===== config.mk =====
export PLATFORM = sky130hd
export DESIGN_NAME = shifter_pipe_flat
export DESIGN_NICKNAME = d
export VERILOG_FILES = /design/src/rtl/shifter_pipe_if.sv /design/src/rtl/shifter_pipe.sv /design/src/flat_wrapper.sv
export SDC_FILE = /design/constraint.sdc
export NUM_CORES = 1
export LEC_CHECK = 0
export ABC_CLOCK_PERIOD_IN_PS = 5390
export CAP_MARGIN = 20
export CORE_MARGIN = 2
export CORE_UTILIZATION = 49
export CTS_BUF_LIST = sky130_fd_sc_hd__clkbuf_4
export DETAILED_ROUTE_END_ITERATION = 12
export PLACE_DENSITY = 0.73
export RECOVER_POWER = 100
export SETUP_SLACK_MARGIN = 0.2
export SKIP_LAST_GASP = 1
export SYNTH_ARGS = -nofsm -noshare
export SYNTH_HDL_FRONTEND = slang
export SYNTH_SLANG_ARGS = --single-unit

===== constraint.sdc =====
create_clock -name clk -period 5.39 [get_ports clk]
set_clock_uncertainty 0.05 [all_clocks]
set_input_delay 1.078 -clock clk [delete_from_list [all_inputs] [get_ports clk]]
set_output_delay 1.078 -clock clk [all_outputs]
set_load 0.01 [all_outputs]

===== src/rtl/shifter_pipe_if.sv =====
// rtl/shifter_pipe_if.sv - issue/writeback handshake bundle for shifter_pipe; SHIFTER_PIPE_FLAGS_EN adds out_zero/out_carry
interface shifter_pipe_if #(
    parameter int WIDTH = 32,
    parameter int TAG_W = 5
);
    localparam int SHW = $clog2(WIDTH);

    logic             in_valid;
    logic             in_ready;
    logic [2:0]       in_op;
    logic [WIDTH-1:0] in_data;
    logic [SHW-1:0]   in_shamt;
    logic [TAG_W-1:0] in_tag;
    logic             out_valid;
    logic             out_ready;
    logic [WIDTH-1:0] out_data;
    logic [TAG_W-1:0] out_tag;

`ifdef SHIFTER_PIPE_FLAGS_EN
    logic             out_zero;
    logic             out_carry;

    modport master (
        output in_valid, in_op, in_data, in_shamt, in_tag, out_ready,
        input  in_ready, out_valid, out_data, out_tag, out_zero, out_carry
    );
    modport slave (
        input  in_valid, in_op, in_data, in_shamt, in_tag, out_ready,
        output in_ready, out_valid, out_data, out_tag, out_zero, out_carry
    );
`else
    modport master (
        output in_valid, in_op, in_data, in_shamt, in_tag, out_ready,
        input  in_ready, out_valid, out_data, out_tag
    );
    modport slave (
        input  in_valid, in_op, in_data, in_shamt, in_tag, out_ready,
        output in_ready, out_valid, out_data, out_tag
    );
`endif
endinterface


===== src/rtl/shifter_pipe.sv =====
// rtl/shifter_pipe.sv - pipelined shift/rotate unit with valid/ready, tag passthrough and flush
// Optional zero/carry result flags when SHIFTER_PIPE_FLAGS_EN is defined.
module shifter_pipe #(
    parameter int WIDTH  = 32,
    parameter int STAGES = 2,
    parameter int TAG_W  = 5
) (
    input  logic          clk,
    input  logic          rst,
    input  logic          flush,
    shifter_pipe_if.slave bus
);
    localparam int SHW = $clog2(WIDTH);
    localparam int LPS = (SHW + STAGES - 1) / STAGES;

    localparam logic [2:0] OP_SLL = 3'b000;
    localparam logic [2:0] OP_SRL = 3'b001;
    localparam logic [2:0] OP_SRA = 3'b011;
    localparam logic [2:0] OP_ROL = 3'b100;
    localparam logic [2:0] OP_ROR = 3'b101;

    logic [2:0]        in_op_n;
    logic [STAGES-1:0] st_valid;

    // Unknown opcodes are folded into SRL once, so later stages only see legal ops.
    always_comb begin
        case (bus.in_op)
            OP_SLL, OP_SRL, OP_SRA, OP_ROL, OP_ROR: in_op_n = bus.in_op;
            default:                                in_op_n = OP_SRL;
        endcase
    end

    for (genvar s = 0; s < STAGES; s++) begin : g_stage
        localparam int LO = s * LPS;
        localparam int HI = (LO + LPS > SHW) ? SHW : LO + LPS;

        logic             adv;
        logic             src_valid;
        logic [WIDTH-1:0] src_data;
        logic [SHW-1:0]   src_shamt;
        logic [2:0]       src_op;
        logic [TAG_W-1:0] src_tag;
        logic [WIDTH-1:0] nxt_data;
        logic             q_valid;
        logic [WIDTH-1:0] q_data;
        logic [TAG_W-1:0] q_tag;
`ifdef SHIFTER_PIPE_FLAGS_EN
        logic             src_carry;
        logic             nxt_carry;
`endif

        // Stage s moves when any stage from s to the output has a hole, or the consumer takes the result.
        assign adv         = ~(&st_valid[STAGES-1:s]) | bus.out_ready;
        assign st_valid[s] = q_valid;

        if (s == 0) begin : g_src
            always_comb begin
                src_valid = bus.in_valid;
                src_op    = in_op_n;
                src_shamt = bus.in_shamt;
                src_tag   = bus.in_tag;
                if (in_op_n == OP_SLL || in_op_n == OP_ROL) src_data = {<<{bus.in_data}};
                else                                        src_data = bus.in_data;
            end
`ifdef SHIFTER_PIPE_FLAGS_EN
            assign src_carry = 1'b0;
`endif
        end else begin : g_src
            assign src_valid = st_valid[s-1];
            assign src_data  = g_stage[s-1].q_data;
            assign src_tag   = g_stage[s-1].q_tag;
            assign src_op    = g_stage[s-1].g_mid.q_op;
            assign src_shamt = g_stage[s-1].g_mid.q_shamt;
`ifdef SHIFTER_PIPE_FLAGS_EN
            assign src_carry = g_stage[s-1].g_mid.q_carry;
`endif
        end

        always_comb begin : layers
            logic [WIDTH-1:0] d;
            int               k;
            d = src_data;
            k = 0;
`ifdef SHIFTER_PIPE_FLAGS_EN
            nxt_carry = src_carry;
`endif
            for (int j = LO; j < HI; j++) begin
                k = 1 << (SHW - 1 - j);
                if ((src_shamt & SHW'(k)) != '0) begin
                    if (src_op == OP_ROL || src_op == OP_ROR) begin
                        d = (d >> k) | (d << (WIDTH - k));
                    end else begin
`ifdef SHIFTER_PIPE_FLAGS_EN
                        nxt_carry = |(d & (WIDTH'(1) << (k - 1)));
`endif
                        if (src_op == OP_SRA) d = $signed(d) >>> k;
                        else                  d = d >> k;
                    end
                end
            end
            if (s == STAGES - 1 && (src_op == OP_SLL || src_op == OP_ROL)) nxt_data = {<<{d}};
            else                                                           nxt_data = d;
        end

        always_ff @(posedge clk) begin
            if (rst) begin
                q_valid <= 1'b0;
                q_data  <= '0;
                q_tag   <= '0;
            end else begin
                if (flush)    q_valid <= 1'b0;
                else if (adv) q_valid <= src_valid;
                if (adv && src_valid) begin
                    q_data <= nxt_data;
                    q_tag  <= src_tag;
                end
            end
        end

        if (s < STAGES - 1) begin : g_mid
            logic [SHW-1:0] q_shamt;
            logic [2:0]     q_op;
`ifdef SHIFTER_PIPE_FLAGS_EN
            logic           q_carry;
`endif
            always_ff @(posedge clk) begin
                if (rst) begin
                    q_shamt <= '0;
                    q_op    <= OP_SRL;
`ifdef SHIFTER_PIPE_FLAGS_EN
                    q_carry <= 1'b0;
`endif
                end else if (adv && src_valid) begin
                    q_shamt <= src_shamt;
                    q_op    <= src_op;
`ifdef SHIFTER_PIPE_FLAGS_EN
                    q_carry <= nxt_carry;
`endif
                end
            end
        end else begin : g_last
`ifdef SHIFTER_PIPE_FLAGS_EN
            logic q_zero;
            logic q_carry;
            always_ff @(posedge clk) begin
                if (rst) begin
                    q_zero  <= 1'b0;
                    q_carry <= 1'b0;
                end else if (adv && src_valid) begin
                    q_zero  <= (nxt_data == '0);
                    q_carry <= nxt_carry;
                end
            end
            assign bus.out_zero  = q_zero;
            assign bus.out_carry = q_carry;
`endif
        end
    end

    assign bus.in_ready  = g_stage[0].adv & ~rst;
    assign bus.out_valid = st_valid[STAGES-1];
    assign bus.out_data  = g_stage[STAGES-1].q_data;
    assign bus.out_tag   = g_stage[STAGES-1].q_tag;
endmodule


===== src/flat_wrapper.sv =====
// flat-port wrapper written by rule: the top's interface ports become plain ports
module shifter_pipe_flat 
#(
    parameter int WIDTH  = 32,
    parameter int STAGES = 2,
    parameter int TAG_W  = 5
)
  (clk, rst, flush, bus_in_valid, bus_in_op, bus_in_data, bus_in_shamt, bus_in_tag, bus_out_ready, bus_in_ready, bus_out_valid, bus_out_data, bus_out_tag);
  shifter_pipe_if #(.WIDTH(WIDTH), .TAG_W(TAG_W)) bus_i ();
  input  logic clk;
  input  logic rst;
  input  logic flush;
  input wire logic [$bits(bus_i.in_valid)-1:0] bus_in_valid;
  input wire logic [$bits(bus_i.in_op)-1:0] bus_in_op;
  input wire logic [$bits(bus_i.in_data)-1:0] bus_in_data;
  input wire logic [$bits(bus_i.in_shamt)-1:0] bus_in_shamt;
  input wire logic [$bits(bus_i.in_tag)-1:0] bus_in_tag;
  input wire logic [$bits(bus_i.out_ready)-1:0] bus_out_ready;
  output wire logic [$bits(bus_i.in_ready)-1:0] bus_in_ready;
  output wire logic [$bits(bus_i.out_valid)-1:0] bus_out_valid;
  output wire logic [$bits(bus_i.out_data)-1:0] bus_out_data;
  output wire logic [$bits(bus_i.out_tag)-1:0] bus_out_tag;
  assign bus_i.in_valid = bus_in_valid;
  assign bus_i.in_op = bus_in_op;
  assign bus_i.in_data = bus_in_data;
  assign bus_i.in_shamt = bus_in_shamt;
  assign bus_i.in_tag = bus_in_tag;
  assign bus_i.out_ready = bus_out_ready;
  assign bus_in_ready = bus_i.in_ready;
  assign bus_out_valid = bus_i.out_valid;
  assign bus_out_data = bus_i.out_data;
  assign bus_out_tag = bus_i.out_tag;
  shifter_pipe #(.WIDTH(WIDTH), .STAGES(STAGES), .TAG_W(TAG_W)) u_core (.clk(clk), .rst(rst), .flush(flush), .bus(bus_i));
endmodule

# Yosys cells after proc, flatten, opt, wreduce, memory -nomap -nowiden
# Cells that the tools add are included.
[classes]
bitwise_logic = 11
n_mux = 18
n_reduce_logical = 12
eq_ne = 10
[op_table]
columns = ["cell", "n"]
rows = [
  ["$mux 32", 17],
  ["$or 16x32->32", 1],
  ["$or 24x32->32", 1],
  ["$or 28x32->32", 1],
  ["$or 30x32->32", 1],
  ["$or 31x32->32", 1],
  ["$eq 3x3->1 const B", 6],
  ["$eq 3x2->1 const B", 3],
  ["$logic_not 3->1", 3],
  ["$reduce_or 5->1", 1],
  ["$logic_or 1x1->1", 4],
  ["$eq 3x1->1 const B", 1],
  ["$mux 3", 1],
  ["$not 1->1", 3],
  ["$logic_and 1x1->1", 2],
  ["$or 1x1->1", 2],
  ["$reduce_and 2->1", 1],
  ["$reduce_or 2->1", 1],
  ["$and 1x1->1", 1],
]
[totals]
ff_bits = 81
wordCells = 59
output_inout_bits = 39
inputBits = 50

# Longest topological paths before layout
[logic_depth]
ltp_word = 15
mapped_depth = 8
ltp_nobuf = 5

# Worst setup path after synthesis
# OpenSTA, ideal clock, no wires.
[synth_path]
path_kind = "input to output"
startpoint = "in rst"
endpoint = "out bus_in_ready"
path_buffers = 3
setup_slack_ns = 2.253
arrival_time_ns = 2.009
cell_stages = 4
path_cell_list = "clkbuf_1 > clkbuf_1 > clkbuf_1 > nor2_1"
[synth_via]
elab_chain_cells = 2
[synth_rtl]
columns = ["item", "line", "source"]
rows = [
  ["start: declaration", "flat_wrapper.sv:11", "input logic rst;"],
  ["$not 1->1", "shifter_pipe.sv:160", "assign bus.in_ready = g_stage[0].adv & ~rst;"],
  ["$and 1x1->1", "shifter_pipe.sv:160", ""],
  ["end: declaration", "flat_wrapper.sv:19", "output wire logic [$bits(bus_i.in_ready)-1:0] bus_in_ready;"],
]
# No other way between the ends.

# Worst setup path in the final report
[layout_path]
startpoint = "in bus_in_op[0]"
endpoint = "reg u_core.g_stage[0].q_data[11]"
[layout_via]
elab_chain_cells = 15
elab_cells_between_ends = 26
cone_classes = "eq/ne: 7; mux: 11; bitwise: 3; reduce/logical: 5"
[layout_rtl]
columns = ["item", "line", "source"]
rows = [
  ["start: declaration", "flat_wrapper.sv:14", "input wire logic [$bits(bus_i.in_op)-1:0] bus_in_op;"],
  ["$eq 3x1->1, or another cell as far along", "shifter_pipe.sv:27", "case (bus.in_op)"],
  ["$reduce_or 5->1", "shifter_pipe.sv:27", ""],
  ["$mux 3 (*)", "shifter_pipe.sv:27", ""],
  ["$eq 3x3->1 / $logic_not 3->1 (equally long branches)", "shifter_pipe.sv:62, shifter_pipe.sv:90", ""],
  ["$logic_or 1x1->1", "shifter_pipe.sv:62", "if (in_op_n == OP_SLL || in_op_n == OP_ROL) src_data = {<<{bus.in_data}};"],
  ["$mux 32", "shifter_pipe.sv:62", ""],
  ["$mux 32 / $or 16x32->32 (equally long branches)", "shifter_pipe.sv:96, shifter_pipe.sv:91", ""],
  ["$mux 32", "shifter_pipe.sv:90", "if (src_op == OP_ROL || src_op == OP_ROR) begin"],
  ["$mux 32", "shifter_pipe.sv:89", "if ((src_shamt & SHW'(k)) != '0) begin"],
  ["$mux 32 / $or 24x32->32 (equally long branches)", "shifter_pipe.sv:96, shifter_pipe.sv:91", ""],
  ["$mux 32", "shifter_pipe.sv:90", ""],
  ["$mux 32", "shifter_pipe.sv:89", ""],
  ["$mux 32 / $or 28x32->32 (equally long branches)", "shifter_pipe.sv:96, shifter_pipe.sv:91", ""],
  ["$mux 32", "shifter_pipe.sv:90", ""],
  ["$mux 32 (*)", "shifter_pipe.sv:89", ""],
  ["end signal: assignment", "shifter_pipe.sv:114", "q_data <= nxt_data;"],
  ["end: declaration", "shifter_pipe.sv:45", "logic [WIDTH-1:0] q_data;"],
]
# Every way passes the cells marked *; elsewhere a longest branch is shown, timed or not.
# A chain may end at the register's enable or synchronous reset.

==> results.sh <==
export IMPL_rsz0062_at_grt="false"
export IMPL_grt_first_pass_wirelength_um=27200
export IMPL_hold_violations=0
export IMPL_cts_max_path_buffers=2
export IMPL_path_clk_slew_ns=0.14
export IMPL_swShare=0.337
export IMPL_cp_max_fo=26
export IMPL_ys_seq_elements=81
export IMPL_drt_wirelength_per_cell_um=20.1
export IMPL_synthesis_area_um2=5860
export IMPL_area_growth_syn_to_layout_pct=16.6
export IMPL_seqPwrFrac=0.461
export IMPL_min_path_cells=2
export IMPL_hpwl_um=12700
export IMPL_crit_chain="dlygate4sd3_1 -> nor2_2 -> clkbuf_1 -> mux2_2 -> o22ai_1 -> o21ai_0 -> a221o_1"
export IMPL_cts_sinks=81
export IMPL_p_int_uw=984
export IMPL_synthAdderAreaFrac=0
export IMPL_layout_commonest_cell="nand2_1"
export IMPL_postCtsHoldBufs=0
export IMPL_cts_tree="built"
export IMPL_synth_simple_area_share=0.163
export IMPL_startpoint_type="input pin"
export IMPL_pwr_density_cell_nw_per_um2=217
export IMPL_h_tree_depth=3
export IMPL_period_share=0.816
export IMPL_cap_violations=3
export IMPL_grt_ovfl_total=0
export IMPL_cp_slowest_stage_delay_ns=1.20
export IMPL_pwr_share_clk=0.254
export IMPL_start_util=0.507
export IMPL_relSlewSlack=-0.586
export IMPL_design_area_um2=6840
export IMPL_grt_total_usage=0.264
export IMPL_diodes=0
export IMPL_setup_viol=0
export IMPL_period_minus_slack_ns=4.40
export IMPL_tns_ns=0
export IMPL_synth_warning_count=0
export IMPL_status="finished with violations"
export IMPL_maxSlewViolCount=102
export IMPL_dieArea_um2=12900
export IMPL_clk_root_buffer_cell="clkbuf_4"
export IMPL_cellLeakagePower_nw=2.47
export IMPL_syn_inst=662
export IMPL_cp_arrival_ns=4.68
export IMPL_final_util=0.591
export IMPL_drc=0
export IMPL_synth_cell_types=58
export IMPL_max_freq_mhz=227
export IMPL_final_cell_mix="nand2_1, dfxtp_1, nor2_1, clkdlybuf4s50_1"
export IMPL_vdd_drop_max_uv=121
export IMPL_whs_ns=0.411
export IMPL_synth_compound_area_frac=0.229
export IMPL_first_pass_iters=5
export IMPL_postRouteAntennaNets=0
export IMPL_vias=5644
export IMPL_fin_ws_ns=0.992
export IMPL_drtIter0Drc=508
export IMPL_cts_buffers=9
export IMPL_reg2regPathDepth=6
export IMPL_synth_edff_count=0
export IMPL_dp_slack_ns=1.16
export IMPL_comb_power_share=0.284
export IMPL_ctsResizeCount=0
export IMPL_violations="capacitance limit, slew limit"
export IMPL_switchingPower_uw=500
export IMPL_synth_area_per_cell_um2=8.86
export IMPL_die_width_um=113
export IMPL_drive_gt1_frac=0.125
export IMPL_finalWirelength_um=17200
export IMPL_io_buffer_count=88
export IMPL_synth_ff_type="dfxtp_1"
export IMPL_crit_type="in2reg"
export IMPL_synth_async_sr_flop_share=0
export IMPL_min_path_type="reg2reg"
export IMPL_grt_max_degree=68
export IMPL_routed_via_density=6.59
export IMPL_num_rows=39
export IMPL_synth_xor_area_frac=0
export IMPL_stdcell_count=857
export IMPL_crit_path_end_kind="flip-flop"
export IMPL_dpl_cell_area_um2=6710
export IMPL_place_inst=840
export IMPL_clock_latency_ns=0.43
export IMPL_fin_total_pwr_mw=1.48
export IMPL_finalNetCount=759
export IMPL_grt_pass1_vias=5204
export IMPL_synth_area_mux_share=0.274
export IMPL_finalWeightedCongestion=0.935
export IMPL_synth_top_family_by_area="multiplexers"
export IMPL_worst_pin_slew_ns=2.38
export IMPL_core_um2=11600
export IMPL_post_cts_setup_buffers=0
export IMPL_worstPathRequired_ns=5.68
export IMPL_io_pins=89
export IMPL_die_height_um=113
export IMPL_syn_nets=712
export IMPL_antenna_found_initial=1
export IMPL_slowest_stage="nor2_2"
export IMPL_yosysSeqAreaShare=0.277
[logic make-up after synthesis]
| kind of cell | after synthesis |
|---|---|
| AO/OA/AOI/OAI | 174 |
| AND/OR/NAND/NOR | 228 |
| flip-flops | 81 |
| multiplexers | 106 |
| buffers and inverters | 73 |
[power groups by stage]
stage | sequential (mW) | combinational (mW) | clock [mW]
floorplan | 0.678 | 0.290 | 0
global placement | 0.694 | 0.416 | 0
detailed placement | 0.697 | 0.421 | 0
CTS | 0.683 | 0.423 | 0.381
global route | 0.689 | 0.456 | 0.403
finish | 0.684 | 0.422 | 0.378
[cell type report]
class / count / area [um^2]
sequential: 81 / 1620
multi-input combinational: 508 / 3900
clock buffer: 9 / 67.6
tap: 143 / 179
inverter: 8 / 30.0
fill: 1010 / 4730
clock inverter: 7 / 76.3
timing repair buffer: 101 / 961
[cell usage after synthesis (4+ instances only)]
| cell | n | area, um^2 |
|---|---|---|
| a211oi_1 | 4 | 30.0 |
| a21boi_1 | 7 | 52.6 |
| a21oi_1 | 31 | 155 |
| a221o_1 | 6 | 60.1 |
| a2bb2oi_1 | 4 | 35.0 |
| a311oi_1 | 26 | 228 |
| a31oi_1 | 7 | 43.8 |
| a32o_1 | 9 | 90.1 |
| buf_1 | 4 | 15.0 |
| buf_2 | 8 | 40.0 |
| buf_4 | 5 | 37.5 |
| buf_6 | 4 | 45.0 |
| clkbuf_1 | 44 | 165 |
| dfxtp_1 | 81 | 1620 |
| inv_1 | 6 | 22.5 |
| mux2_1 | 8 | 90.1 |
| mux2_2 | 13 | 146 |
| mux2_4 | 4 | 60.1 |
| mux2i_1 | 41 | 410 |
| mux4_2 | 40 | 901 |
| nand2_1 | 113 | 424 |
| nand3_1 | 8 | 40.0 |
| nor2_1 | 75 | 282 |
| nor2b_1 | 4 | 25.0 |
| nor3_1 | 7 | 35.0 |
| o2111ai_1 | 5 | 43.8 |
| o211a_1 | 6 | 60.1 |
| o211ai_1 | 7 | 52.6 |
| o21a_1 | 5 | 37.5 |
| o21ai_0 | 9 | 45.0 |
| o221ai_1 | 16 | 140 |
| o22ai_1 | 11 | 68.8 |
[state kept, by name, indices dropped and copies added, names as in the netlist]
register,cells
u_core.bus.out_tag,5
u_core.g_stage.g_mid.q_op,3
u_core.g_stage.q_data,32
u_core.bus.out_valid,1
u_core.g_stage.q_valid,1
u_core.g_stage.g_mid.q_shamt,2
u_core.g_stage.q_tag,5
u_core.bus.out_data,32
[layer usage]
metal | GRT usage | share of wire | vias up | routed length (um)
li1 | - | - | 2617 | -
met1 | 0.366 | 0.42 | 2710 | 7220
met2 | 0.415 | 0.47 | 286 | 8100
met3 | 0.0595 | 0.090 | 31 | 1550
met4 | 0.0772 | 0.021 | 0 | 366
met5 | 0 | 0 | - | 0
[path summary, 6_finish.rpt]
kind                                             from                      endpoint  slack (ns)
worst max-delay path                     bus_in_op[0]  u_core.g_stage[0].q_data[11]        0.99
worst min-delay path            u_core.bus.out_tag[2]         u_core.bus.out_tag[2]        0.41
worst min register to register  u_core.bus.out_tag[2]         u_core.bus.out_tag[2]        0.41
worst max register to register   u_core.bus.out_valid        u_core.bus.out_data[1]        2.00
[worst max-delay path, delay by kind of cell]
family / cells / cell delay (ns)
and+or+nand+nor: 1 / 1.20
buffers and inverters: 2 / 1.19
AOI/OAI and AO/OA: 3 / 0.82
muxes: 1 / 0.38
Note: power is estimated with default switching activity, not from simulation.
